## config.mk

```make
export PLATFORM = sky130hd
export DESIGN_NAME = imem_fetch_sequencer
export DESIGN_NICKNAME = d
export VERILOG_FILES = /design/src/rtl/imem_fetch_sequencer.sv
export SDC_FILE = /design/constraint.sdc
export NUM_CORES = 1
export LEC_CHECK = 0
export CAP_MARGIN = 20
export CORE_UTILIZATION = 28
export DETAILED_ROUTE_END_ITERATION = 16
export DONT_BUFFER_PORTS = 1
export PLACE_DENSITY = 0.44
export SLEW_MARGIN = 25
export SYNTH_ARGS = -nofsm -noshare
export SYNTH_HDL_FRONTEND = slang
export SYNTH_SLANG_ARGS = --single-unit
export TNS_END_PERCENT = 10
```

## constraint.sdc

```tcl
create_clock -name clock -period 6.09 [get_ports clock]
set_input_delay 1.218 -clock clock [delete_from_list [all_inputs] [get_ports clock]]
set_output_delay 1.218 -clock clock [all_outputs]
set_load 0.01 [all_outputs]
```

## src/rtl/imem_fetch_sequencer.sv

```systemverilog
// Sequences a single-port instruction memory: LOAD streams a program image in, FETCH reads words out sequentially.
// Latency: a fetch address issued in cycle n returns as instr_valid in cycle n+2; throughput is 1 word/cycle.
// Backpressure: ld_ready gates the loader; stall freezes the instr outputs and parks the one in-flight word.
//
// Ports:
//   clock, reset (async, active-low)
//   ld_valid/ld_data/ld_last/ld_ready   loader stream
//   start                               skip loading from IDLE
//   stall, redirect_valid/redirect_pc   downstream stall and branch redirect
//   mem_addr/mem_data_in/mem_rw/mem_en  memory request (combinational), mem_data_out read data (next cycle)
//   instr/instr_pc/instr_valid          fetched word to the instruction register stage
//   state, load_count, error            status (error is sticky until reset)
module imem_fetch_sequencer #(
  parameter logic [31:0] PC_BASE_ADDR = 32'h8002_0000,
  parameter int          DEPTH_WORDS  = 1024,
  parameter int          CNT_W        = 11
) (
  input  logic             clock,
  input  logic             reset,
  input  logic             ld_valid,
  input  logic [31:0]      ld_data,
  input  logic             ld_last,
  output logic             ld_ready,
  input  logic             start,
  input  logic             stall,
  input  logic             redirect_valid,
  input  logic [31:0]      redirect_pc,
  output logic [31:0]      mem_addr,
  output logic [31:0]      mem_data_in,
  output logic             mem_rw,
  output logic             mem_en,
  input  logic [31:0]      mem_data_out,
  output logic [31:0]      instr,
  output logic [31:0]      instr_pc,
  output logic             instr_valid,
  output logic [1:0]       state,
  output logic [CNT_W-1:0] load_count,
  output logic             error
);

  localparam logic [1:0] S_IDLE  = 2'd0;
  localparam logic [1:0] S_LOAD  = 2'd1;
  localparam logic [1:0] S_FETCH = 2'd2;
  localparam logic [1:0] S_HALT  = 2'd3;

  localparam logic [CNT_W-1:0] DEPTH_CNT  = CNT_W'(DEPTH_WORDS);
  localparam logic [32:0]      FETCH_SPAN = 33'(DEPTH_WORDS) * 33'd4;

  logic [31:0] pc;
  logic        inflight;
  logic [31:0] inflight_pc;
  logic        hold_full;
  logic [31:0] hold_dat;
  logic [31:0] hold_pc;

  // 33-bit subtract: bit 32 is the borrow, set when pc lies below the base.
  logic [32:0] fetch_off;
  logic        fetch_in_range;
  logic        fetch_try;
  logic        issue;
  logic        fetch_oob;
  logic        load_room;

  assign fetch_off      = {1'b0, pc} - {1'b0, PC_BASE_ADDR};
  assign fetch_in_range = !fetch_off[32] && (fetch_off < FETCH_SPAN);
  // A fetch is attempted only when neither stall nor redirect holds it off;
  // range is judged at that moment so a stalled pc past the end is harmless.
  assign fetch_try      = (state == S_FETCH) && !stall && !redirect_valid;
  assign issue          = fetch_try && fetch_in_range;
  assign fetch_oob      = fetch_try && !fetch_in_range;
  assign load_room      = (load_count < DEPTH_CNT);

  always_comb begin
    ld_ready    = 1'b0;
    mem_en      = 1'b0;
    mem_rw      = 1'b1;
    mem_addr    = 32'd0;
    mem_data_in = 32'd0;
    case (state)
      S_LOAD: begin
        ld_ready = load_room;
        mem_addr = 32'({load_count, 2'b00});
        if (ld_valid && load_room) begin
          mem_en      = 1'b1;
          mem_rw      = 1'b0;
          mem_data_in = ld_data;
        end
      end
      S_FETCH: begin
        mem_addr = fetch_off[31:0];
        mem_en   = issue;
      end
      default: ;
    endcase
  end

  always_ff @(posedge clock or negedge reset) begin
    if (!reset) begin
      state       <= S_IDLE;
      pc          <= PC_BASE_ADDR;
      load_count  <= '0;
      instr       <= 32'd0;
      instr_pc    <= 32'd0;
      instr_valid <= 1'b0;
      error       <= 1'b0;
      inflight    <= 1'b0;
      inflight_pc <= 32'd0;
      hold_full   <= 1'b0;
      hold_dat    <= 32'd0;
      hold_pc     <= 32'd0;
    end else begin
      case (state)
        S_IDLE: begin
          if (ld_valid) begin
            state <= S_LOAD;
          end else if (start) begin
            state <= S_FETCH;
            pc    <= PC_BASE_ADDR;
          end
        end
        S_LOAD: begin
          if (ld_valid) begin
            if (load_room) begin
              load_count <= load_count + CNT_W'(1);
              if (ld_last) begin
                state <= S_FETCH;
                pc    <= PC_BASE_ADDR;
              end
            end else begin
              // Image larger than the memory: stop rather than wrap.
              error <= 1'b1;
              state <= S_HALT;
            end
          end
        end
        S_FETCH: begin
          if (redirect_valid) begin
            // Squash everything in the pipe, including a parked word.
            pc          <= redirect_pc & 32'hFFFF_FFFC;
            inflight    <= 1'b0;
            hold_full   <= 1'b0;
            instr_valid <= 1'b0;
          end else begin
            if (issue) begin
              pc          <= pc + 32'd4;
              inflight    <= 1'b1;
              inflight_pc <= pc;
            end else begin
              inflight <= 1'b0;
            end
            if (fetch_oob) begin
              error <= 1'b1;
              state <= S_HALT;
            end
            if (!stall) begin
              // The parked word is older than anything in flight, so it drains first.
              if (hold_full) begin
                instr     <= hold_dat;
                instr_pc  <= hold_pc;
                hold_full <= 1'b0;
              end else if (inflight) begin
                instr    <= mem_data_out;
                instr_pc <= inflight_pc;
              end
              instr_valid <= hold_full | inflight;
            end else if (inflight) begin
              // Read data is only valid for one cycle; park it until the stall lifts.
              hold_dat  <= mem_data_out;
              hold_pc   <= inflight_pc;
              hold_full <= 1'b1;
            end
          end
        end
        default: begin
          instr_valid <= 1'b0;
          inflight    <= 1'b0;
          hold_full   <= 1'b0;
        end
      endcase
    end
  end

endmodule
```

Word-level counts from Yosys, hierarchy flattened
Index checks and enable logic that the tools add are counted.
{"block": "op_classes", "multipliers": 0, "muxes": 43, "n_addsub": 3, "n_bitwise": 4, "div_mod_pow": 0, "shift": 0, "order_cmp": 2, "n_reduce_logical": 24, "eq_ne": 15}
{"operator": "$mux W32", "count": 13}
{"operator": "$pmux W32 S3", "count": 1}
{"operator": "$pmux W32 S2", "count": 1}
{"operator": "$lt A33 B13 Y1 const B", "count": 1}
{"operator": "$sub A32 B32 Y33 const B", "count": 1}
{"operator": "$add A32 B3 Y32 const B", "count": 1}
{"operator": "$ne A2 B2 Y1 const B", "count": 8}
{"operator": "$mux W1", "count": 15}
{"operator": "$mux W2", "count": 7}
{"operator": "$ne A3 B3 Y1 const B", "count": 4}
{"operator": "$add A11 B1 Y11 const B", "count": 1}
{"operator": "$lt A11 B11 Y1 const B", "count": 1}
{"operator": "$pmux W1 S2", "count": 5}
{"operator": "$reduce_and A4 Y1", "count": 2}
{"operator": "$reduce_and A7 Y1", "count": 1}
{"operator": "$logic_and A1 B1 Y1", "count": 6}
{"operator": "$pmux W2 S3", "count": 1}
{"operator": "$reduce_and A3 Y1", "count": 2}
{"operator": "$reduce_and A6 Y1", "count": 1}
{"operator": "$reduce_and A5 Y1", "count": 1}
{"operator": "$logic_not A1 Y1", "count": 4}
{"operator": "$ne A4 B4 Y1 const B", "count": 1}
{"operator": "$reduce_and A2 Y1", "count": 2}
{"operator": "$reduce_bool A2 Y1", "count": 2}
{"operator": "7 further kinds", "count": 9}
{"block": "word_totals", "wordCells": 103, "output_inout_bits": 146, "inputBits": 103, "latch_bits": 0, "mem_bits_rw": 0, "mem_bits_ro": 0, "register_bits": 209, "mem_count": 0}

Depth between registers and ports, before layout
Gate-level depths: netlist of run 1.
{"block": "logic_depth", "word_depth": 8, "depth_mapped": 13, "mapped_depth_nobuf": 9}

Least setup slack after synthesis of run 1
No wires, ideal clock.
{"block": "synth_timing", "kind": "reg2out", "start": "register pc[18]", "end": "output port mem_en", "required_time_ps": 4872, "stages_incl_launch_ff": 14, "setup_slack_ps": 1797, "arrival_ps": 3075, "n_path_buf": 4, "cell_sequence": "dfrtp_1 > clkbuf_1 > inv_1 > ha_1 > or4b_1 > buf_2 > nor4_4 > xnor2_1 > o221ai_4 > nand4_4 > or2_1 > buf_6 > clkbuf_1 > a21boi_0"}
{"block": "synth_via", "elab_chain_cells": 5, "word_cells_on_any_way": 6, "classes_between": "add/sub (1); order compare (1); mux (1); reduce/logical (3)"}
{"item": "start, declared", "line": "49", "rtl": "logic [31:0] pc;"}
{"item": "start signal, assigned", "line": "139", "rtl": "pc <= redirect_pc & 32'hFFFF_FFFC;"}
{"item": "start signal, assigned", "line": "145", "rtl": "pc <= pc + 32'd4;"}
{"item": "$sub A32 B32 Y33 (*)", "line": "64", "rtl": "assign fetch_off = {1'b0, pc} - {1'b0, PC_BASE_ADDR};"}
{"item": "$lt A33 B13 Y1 or $logic_not A1 Y1 (tied branches)", "line": "65", "rtl": "assign fetch_in_range = !fetch_off[32] && (fetch_off < FETCH_SPAN);"}
{"item": "$logic_and A1 B1 Y1 (*)", "line": "65"}
{"item": "$logic_and A1 B1 Y1 (*)", "line": "69", "rtl": "assign issue = fetch_try && fetch_in_range;"}
{"item": "$pmux W1 S2 (*)", "line": "79", "rtl": "case (state)"}
{"item": "end, declared", "line": "31", "rtl": "output logic mem_en,"}
Every way passes the cells marked *; elsewhere a longest branch is shown, timed or not.

Worst setup path in the final report of run 1
Same ends and word-level chain as after synthesis.

==> run summary, run 1 <==
The standby leakage power was 5.00 nW. For this run, the leading register cell type out of synthesis is sky130_fd_sc_hd__dfrtp_1. The tools report the number of levels in the clock H-tree as 1. In the routed design, unresolved DRC markers number 0. The sequential fraction of the synthesis area is 0.502, and the clock insertion delay at the later pin of the skew report is 0.54 ns. The library cell used most frequently in the layout, excluding fill and tap cells, is sky130_fd_sc_hd__dfrtp_1. The logs give 0.321 for the final cell utilization of the core and 7027 for the number of global-route vias before repair.

The relative max-transition margin was 0.350; the number of fill cells in the layout was 3598. The count of hold buffers inserted by post-cts repair was 0. After technology mapping, the gate count stands at 931. Tracing the worst setup path back leads to its startpoint at pc[18].

The signal on the critical path passes through inv_1 -> ha_1 -> or4b_1 -> nor4_4 -> xnor2_1 -> o221ai_4 -> nand4_4 -> or2_2 -> a21boi_0. The first global-routing pass estimated 43600 um of wire. Setup slack on the worst reg-to-reg path comes out at 2.38 ns.

Post-synthesis simple-gate area fraction: 0.151. The run gives 249 as the number of ports placed on the die boundary. Buffers inserted during clock tree synthesis total 25. The floorplan has 68 rows.

The routed design has 27900 um of wire. For the starting density of the core, the log shows 0.287. The sum of net half-perimeters after detailed placement is 18300 um, and the clock-pin slew reported for the worst setup and hold paths after clock tree synthesis is 0.06 ns. Summing every instance area after synthesis gives 10000 um2. Relative to the synthesized area, the layout overhead comes to 11.8%.

The run gives 0 as the aggregate global routing overflow. The cell with the largest stage delay on the worst path is sky130_fd_sc_hd__or4b_1. Post-synthesis adder-cell area fraction: 0.0125. Yosys printed 0 warnings. For the met2 track demand over resource, the log shows 0.253. The layout cell share with drive strength beyond 1 is 0.160. In the post-synthesis netlist, the biggest area contributors are sky130_fd_sc_hd__dfrtp_1 (50%), sky130_fd_sc_hd__mux2_2 (7.4%), sky130_fd_sc_hd__mux2i_1 (7.1%). The tools report the count of unique library cells instantiated by Yosys as 69. The category of the critical setup timing path is reg -> out. After synthesis the netlist holds a flip-flop and latch count of 201. The clock arrives with 0.0122 ns of skew. Async set-or-reset flop fraction in the synthesized netlist: 1.00. The minimum period implied by the final worst setup slack works out to 5.02 ns. The maximum number of pins on one net before global-route repair was 202. Number of pins with negative max-slew slack in the final report: 0.

The dominant combinational cell family by area after synthesis is multiplexers. The combined area of the multi-input logic cells was 4670 um2; the number of buffers inserted to repair setup after CTS was 0. The run gives 1009 as the number of nets in the layout.

The multiplexer share of the synthesized area works out to 0.170. In this run the critical register-to-register path is captured at pc[3]. The worst-case vdd ir drop is 0.000245 V. The max-cap check violation count was 0; the number of cells on the worst reg-to-reg path was 9. Setup repair after global routing left no endpoint under its margin.

For the pin with the worst max-slew slack, the measured transition is 0.975 ns. Setup violations remaining at the end of the flow were counted as 0. Endpoint kind of the worst setup timing path: an output port. TritonCTS built the clock tree.

The placer's final routability congestion estimate is 0.838, and the xor/xnor cell area share of the yosys netlist is 0.0192. The worst setup path is launched from a flip-flop. In this run the vertical extent of the chip is 191 um. The die width is 191 um. Adding up every negative setup slack in the final design gives 0 ns. At the placement stage, the worst setup path has a slack of 1.63 ns. In the routed layout, each cell is associated on average with a via count of 5.10. The synthesized-area fraction occupied by ao, oa, aoi and oai cells works out to 0.108. The final route contains 7003 vias. The synthesized design spends more area on one cell type than any other, namely sky130_fd_sc_hd__dfrtp_1. Largest stage delay on the critical path: 0.62 ns. Met1 track utilization from global routing: 0.197. The die covers 36600 um2.

For the overall routing resource usage, the log shows 0.154. For the initial antenna violation count, the log shows 1. The mean post-synth cell area is 10.8 um2. For the core footprint, the log shows 34900 um2.

The tools report the total clock sinks as 201. Area fraction of the dominant cell type after synthesis: 0.497. The flow ran to the end, and the final reports show no timing, DRC or antenna violations. The design draws 4.77 mW.

Dividing the detail-routed wire length by the instance count gives 20.3 um. STA puts the critical path data required time at 4.87 ns. For the worst setup path, the data arrival time is 3.80 ns. Registers take 5040 um2. Highest-utilization routing layer at the global route stage: met2. The setup slack of the critical path after layout is 1.07 ns, and the fmax is 199 MHz. Power spread over the standard cell area amounts to 426 nW/um2. The root buffer cell chosen for the clock tree is sky130_fd_sc_hd__clkbuf_16.

The number of search-and-repair iterations in the first detailed-routing pass came out at 5. In this run the worst hold path is classified as in -> async. In this run the tool buffered the top-level ports with 0 buffer cells. Once the clock tree was built, the resizer swapped 0 gates to a different size.

The library cells used most frequently in the layout, excluding fill and tap cells, are sky130_fd_sc_hd__dfrtp_1 (198), sky130_fd_sc_hd__nor2_1 (91), sky130_fd_sc_hd__a21oi_1 (81). The count of nets left with antenna violations once routing finished came out at 0. The maximum count of clock buffers along a single path is 3, and the final worst-path cycle share is 0.825.

Final number of hold-violating endpoints: 0. Counting flops with a built-in enable in the synthesized netlist gives 0. Along the worst path, the maximum fanout reaches 9.

For this block, the initial DRC count from the detailed router was 294. Reg-to-reg startpoint: pc[17]. Met3 capacity usage during global routing: 0.0393.
-- synth_stat cells (all sizes together) (3+ instances only) --
cell and number:
dfrtp 199, nor2 91, mux2 83, a21oi 82
mux2i 71, clkbuf 59, nand2 48, and3 40
and2 24, a22o 20, nand4 17, o21ai 17
nand3 16, xnor2 16, buf 15, nor3 12
ha 10, nor4 9, o31ai 9, or3 9
inv 8, nand2b 6, xor2 6, nor2b 5
o211ai 5, a32o 4, a211oi 3, or2 3
-- worst max-delay path by stage --
stage          endpoint  slack, ns  cells after the start
4_1_cts          mem_en       1.04                      9
3_5_place_dp     mem_en       1.63                      9
2_1_floorplan    mem_en       1.80                     13
3_3_place_gp     mem_en       1.66                      9
5_1_grt          mem_en       0.87                      9
6_report         mem_en       1.07                      9
-- report_power, final --
group	internal (mW)	switching, mW
Combinational	0.493	0.698
Sequential	1.66	0.486
Clock	0.847	0.587
Total	3.00	1.77
-- through the flow --
step | hold WS (ns) | std cells | instance area, um2
global placement | 0.471 | 1323 | 10400
floorplan | 0.452 | 934 | 10000
global route | 0.350 | 1370 | 11200
CTS | 0.346 | 1369 | 11200
detailed placement | 0.478 | 1323 | 10400
finish | 0.382 | 1373 | 11200
-- sequential cells by signal, summed over array words and instances (netlist names) --
name,cells
instr_pc,30
hold_pc,30
state,2
inflight,1
hold_dat,32
inflight_pc,30
hold_full,1
load_count,11
error,1
pc,30
instr_valid,1
instr,32
-- routing by layer --
layer,routed length [um],part of all wire
met5,0,0
met4,725,0.026
met3,2050,0.074
met2,13100,0.47
met1,12000,0.43
-- cell families (layout without fill, tap and decap cells) --
logic type / after synthesis / after routing
other cells: 1 / 7
mux: 154 / 154
flops: 201 / 201
compound gates: 167 / 167
buf+inv: 83 / 64
xor+xnor: 22 / 22
fa+ha+maj: 10 / 10
simple gates: 293 / 293
-- worst max-delay path, delay by kind of cell (launching register included) --
family,cells,cell delay (ns)
AND/OR/NAND/NOR,4,1.53
adder cells (fa/ha/maj),1,0.26
AO/OA/AOI/OAI,2,0.67
XOR/XNOR,1,0.14
buffers and inverters,1,0.17
flip-flops,1,0.48
-- cell type report --
type / count / share of cell area
flip-flops and latches: 201 / 0.449
multi-input cells: 650 / 0.416
clock buffers: 40 / 0.0671
well taps: 455 / 0.0508
repair buffers: 9 / 0.00826
clock inverters: 6 / 0.00447
inverters: 9 / 0.00301
diodes: 3 / 0.000670
(Power assumes the default switching activity.)
==> run 2: changes to the inputs <==
clock period = 5.25 ns   (was 6.09 ns; I/O delays follow)
==> run 2 against run 1 <==
  * Global-route usage fell by 0.45 points
  * Sequential cell count did not move
  * Core utilization barely moved
  * Register-to-register slack got worse by 0.83 ns
  * Clock power rose by 18%
  * Critical path depth did not move
  * Non-clock buffer count did not move
  * Clock skew rose by 0.0030 ns
  * Wire length fell by 0.71%
  * Worst hold slack got worse by 0.17 ns
==> run summary, run 2 (synthesis gave the netlist of run 1 again) <==
The logs give 0.420 ns (-0.647 ns) for the setup slack of the critical path after layout and 207 MHz for the fmax. For the number of gates resized after CTS, the log shows 0 (unchanged). The run finished with clean final reports. The aggregate global routing overflow is 0 (unchanged).

Clock tree synthesis selected as its root buffer the cell sky130_fd_sc_hd__clkbuf_16. The worst register-to-register path begins at pc[17]. The arrival time at the worst endpoint was 3.78 ns (-0.02 ns). Setup repair after global routing left no endpoint under its margin. The run gives 0.813 (-2.9%) as the placer's final routability congestion estimate. The number of port buffers is 0 (unchanged). Area growth from synthesis to final layout: 11.7% (about the same).

The vias per cell works out to 5.11 (+0.16%). The most critical setup path has its startpoint at pc[18]. The worst-path maximum fanout works out to 9 (unchanged).

In the final layout, the registers with the most flip-flops are hold_dat: 32 flops, instr: 32 flops. The maximum count of clock buffers along a single path is 3 (unchanged), and the combinational fraction of design power is 0.246 (-0.003). The logs give 0 (unchanged) for the count of hold buffers inserted by post-cts repair and 3.51 mW (+17%) for the total internal power. For the number of buffers inserted to repair setup after CTS, the log shows 0 (unchanged). The top cell types in the final layout, fill and taps aside, are sky130_fd_sc_hd__dfrtp_1 (198), sky130_fd_sc_hd__nor2_1 (91), sky130_fd_sc_hd__a21oi_1 (81). The tools report the number of clock buffers inserted by TritonCTS as 26 (+4.0%). The number of placement rows was 68 (unchanged); the average wire per cell in the routed design was 20.2 um (-0.49%). The power per cell area works out to 495 nW/um2 (+16%).

The number of levels in the clock H-tree came out at 1 (unchanged). The max-cap check violation count came out at 0 (unchanged). The path class of the tightest hold or removal check is in -> async. The minimum period implied by the final worst setup slack was 4.83 ns. The number of ports placed on the die boundary came out at 249 (unchanged). The standby leakage power was 5.00 nW (about the same). The die outline area was 36600 um2 (unchanged). The number of search-and-repair iterations in the first detailed-routing pass was 4 (-1); the height of the die was 191 um (unchanged). The maximum number of pins on one net before global-route repair is 202 (unchanged). The worst setup slack after placement is 0.976 ns (-0.656 ns), and the total clock sinks is 201 (unchanged). The final number of hold-violating endpoints was 0 (unchanged).

The initial antenna violation count was 1 (unchanged); the core footprint was 34900 um2 (unchanged). For the total power draw, the log shows 5.55 mW (+16%). Sequential fraction of design power: 0.450 (about the same). The tools report the endpoint kind of the worst setup timing path as an output port.

The slack of the worst reg-to-reg path came out at 1.55 ns (-0.83 ns). The library cell used most frequently in the layout, excluding fill and tap cells, is sky130_fd_sc_hd__dfrtp_1. The sum of net half-perimeters after detailed placement came out at 18100 um (-1.3%).

For the starting density of the core, the log shows 0.287 (unchanged). The share of total power consumed by net switching was 0.367 (-0.00392); the overall routing resource usage was 0.149 (-0.00449). In this run the worst setup path terminates at mem_en. The worst register-to-register path ends at pc[3]. The setup path with the least slack is of type reg -> out.

The run gives 0 (unchanged) as the setup-violating endpoint count in the final report. The number of fill cells in the layout was 3586 (-0.33%). The die width works out to 191 um (unchanged). The run gives 0.54 ns (about the same) as the clock insertion delay at the later pin of the skew report. The logs give 0.321 (about the same) for the final cell utilization of the core and 6999 (-0.057%) for the via count.

For the number of nets in the layout, the log shows 1010 (+0.099%). The worst-case vdd ir drop came out at 0.000244 V (-0.67%). TritonCTS built the clock tree. The layout cell share with drive strength beyond 1 came out at 0.161 (+0.00144). The clock-pin slew reported for the worst setup and hold paths after clock tree synthesis is 0.06 ns (about the same). The total wire length was 27700 um (-0.71%); the placed standard-cell area was 10400 um2 (about the same).

Switching power summed over all nets: 2.03 mW (+15%). Required time at the worst-slack endpoint: 4.20 ns (-0.67 ns). The run gives 42400 um (-2.8%) as the first-pass GRT wire length.

The logs give 11200 um2 (about the same) for the final non-filler cell area and 6875 (-2.2%) for the number of global-route vias before repair. The count of antenna-violating nets left after detailed routing was 0 (unchanged). The number of cells on the worst reg-to-reg path was 9 (unchanged). The run gives 0.328 (-0.0212) as the relative max-transition margin.

The logs give 0.0152 ns (+0.00300 ns) for the clock skew after layout and 0 (unchanged) for the number of pins with negative max-slew slack in the final report. Number of remaining DRC errors: 0 (unchanged). The clock network fraction of total power was 0.304 (+0.004); the DRC marker count from the first detailed-route iteration was 399 (+36%).

The sort of element at the start of the critical path is a flip-flop. The transition time of the tightest slew-check pin is 1.01 ns (+0.0319 ns), and the final worst-path cycle share is 0.920. For the final-layout setup total negative slack, the log shows 0 ns (unchanged).
## run 2: area by class of cell
cell class	instances	area, um2	area share
diodes	2	5.00	0.000447
multi-input cells	650	4670	0.417
repair buffers	9	80.1	0.00715
flip-flops and latches	201	5040	0.450
clock buffers	35	724	0.0647
inverters	9	33.8	0.00302
clock inverters	9	86.3	0.00771
well taps	455	569	0.0508
## run 2: worst min path at each step
stage	from	endpoint	slack [ns]	cells after the start
2_1_floorplan	inflight_pc[31]	inflight_pc[31]	0.45	1
3_3_place_gp	inflight_pc[31]	inflight_pc[31]	0.47	1
3_5_place_dp	inflight_pc[31]	inflight_pc[31]	0.48	1
4_1_cts	reset	instr[7]	0.18	0
5_1_grt	reset	hold_dat[7]	0.18	0
6_report	reset	instr[13]	0.21	0
## run 2: metrics by stage
step | hold slack (ns) | instances
floorplan | 0.452 | 934
global placement | 0.472 | 1324
detailed placement | 0.475 | 1324
CTS | 0.175 | 1368
global route | 0.178 | 1368
finish | 0.208 | 1370
## run 2: worst max-delay path, cell delays in order, from the launching register on
cell	delay (ns)
sky130_fd_sc_hd__dfrtp_1	0.49
sky130_fd_sc_hd__inv_1	0.18
sky130_fd_sc_hd__ha_1	0.25
sky130_fd_sc_hd__or4b_1	0.62
sky130_fd_sc_hd__nor4_4	0.27
sky130_fd_sc_hd__xnor2_1	0.14
sky130_fd_sc_hd__o221ai_4	0.30
sky130_fd_sc_hd__nand4_4	0.25
sky130_fd_sc_hd__or2_2	0.38
sky130_fd_sc_hd__a21boi_0	0.36
## run 2: per-layer routing
| layer | share of wire | GRT usage | wire (um) | vias up |
|---|---|---|---|---|
| met5 | 0 | 0 | 0 | - |
| met4 | 0.029 | 0.0470 | 802 | 0 |
| met3 | 0.078 | 0.0398 | 2160 | 44 |
| met2 | 0.47 | 0.246 | 12900 | 244 |
| met1 | 0.43 | 0.189 | 11800 | 3432 |
| li1 | - | - | - | 3279 |
## run 2: power groups by stage
stage               combinational (mW)  sequential, mW  clock [mW]
floorplan                         1.17            2.28           0
global placement                  1.37            2.52           0
detailed placement                1.37            2.54           0
CTS                               1.38            2.51        1.75
global route                      1.53            2.57        1.81
finish                            1.36            2.49        1.69
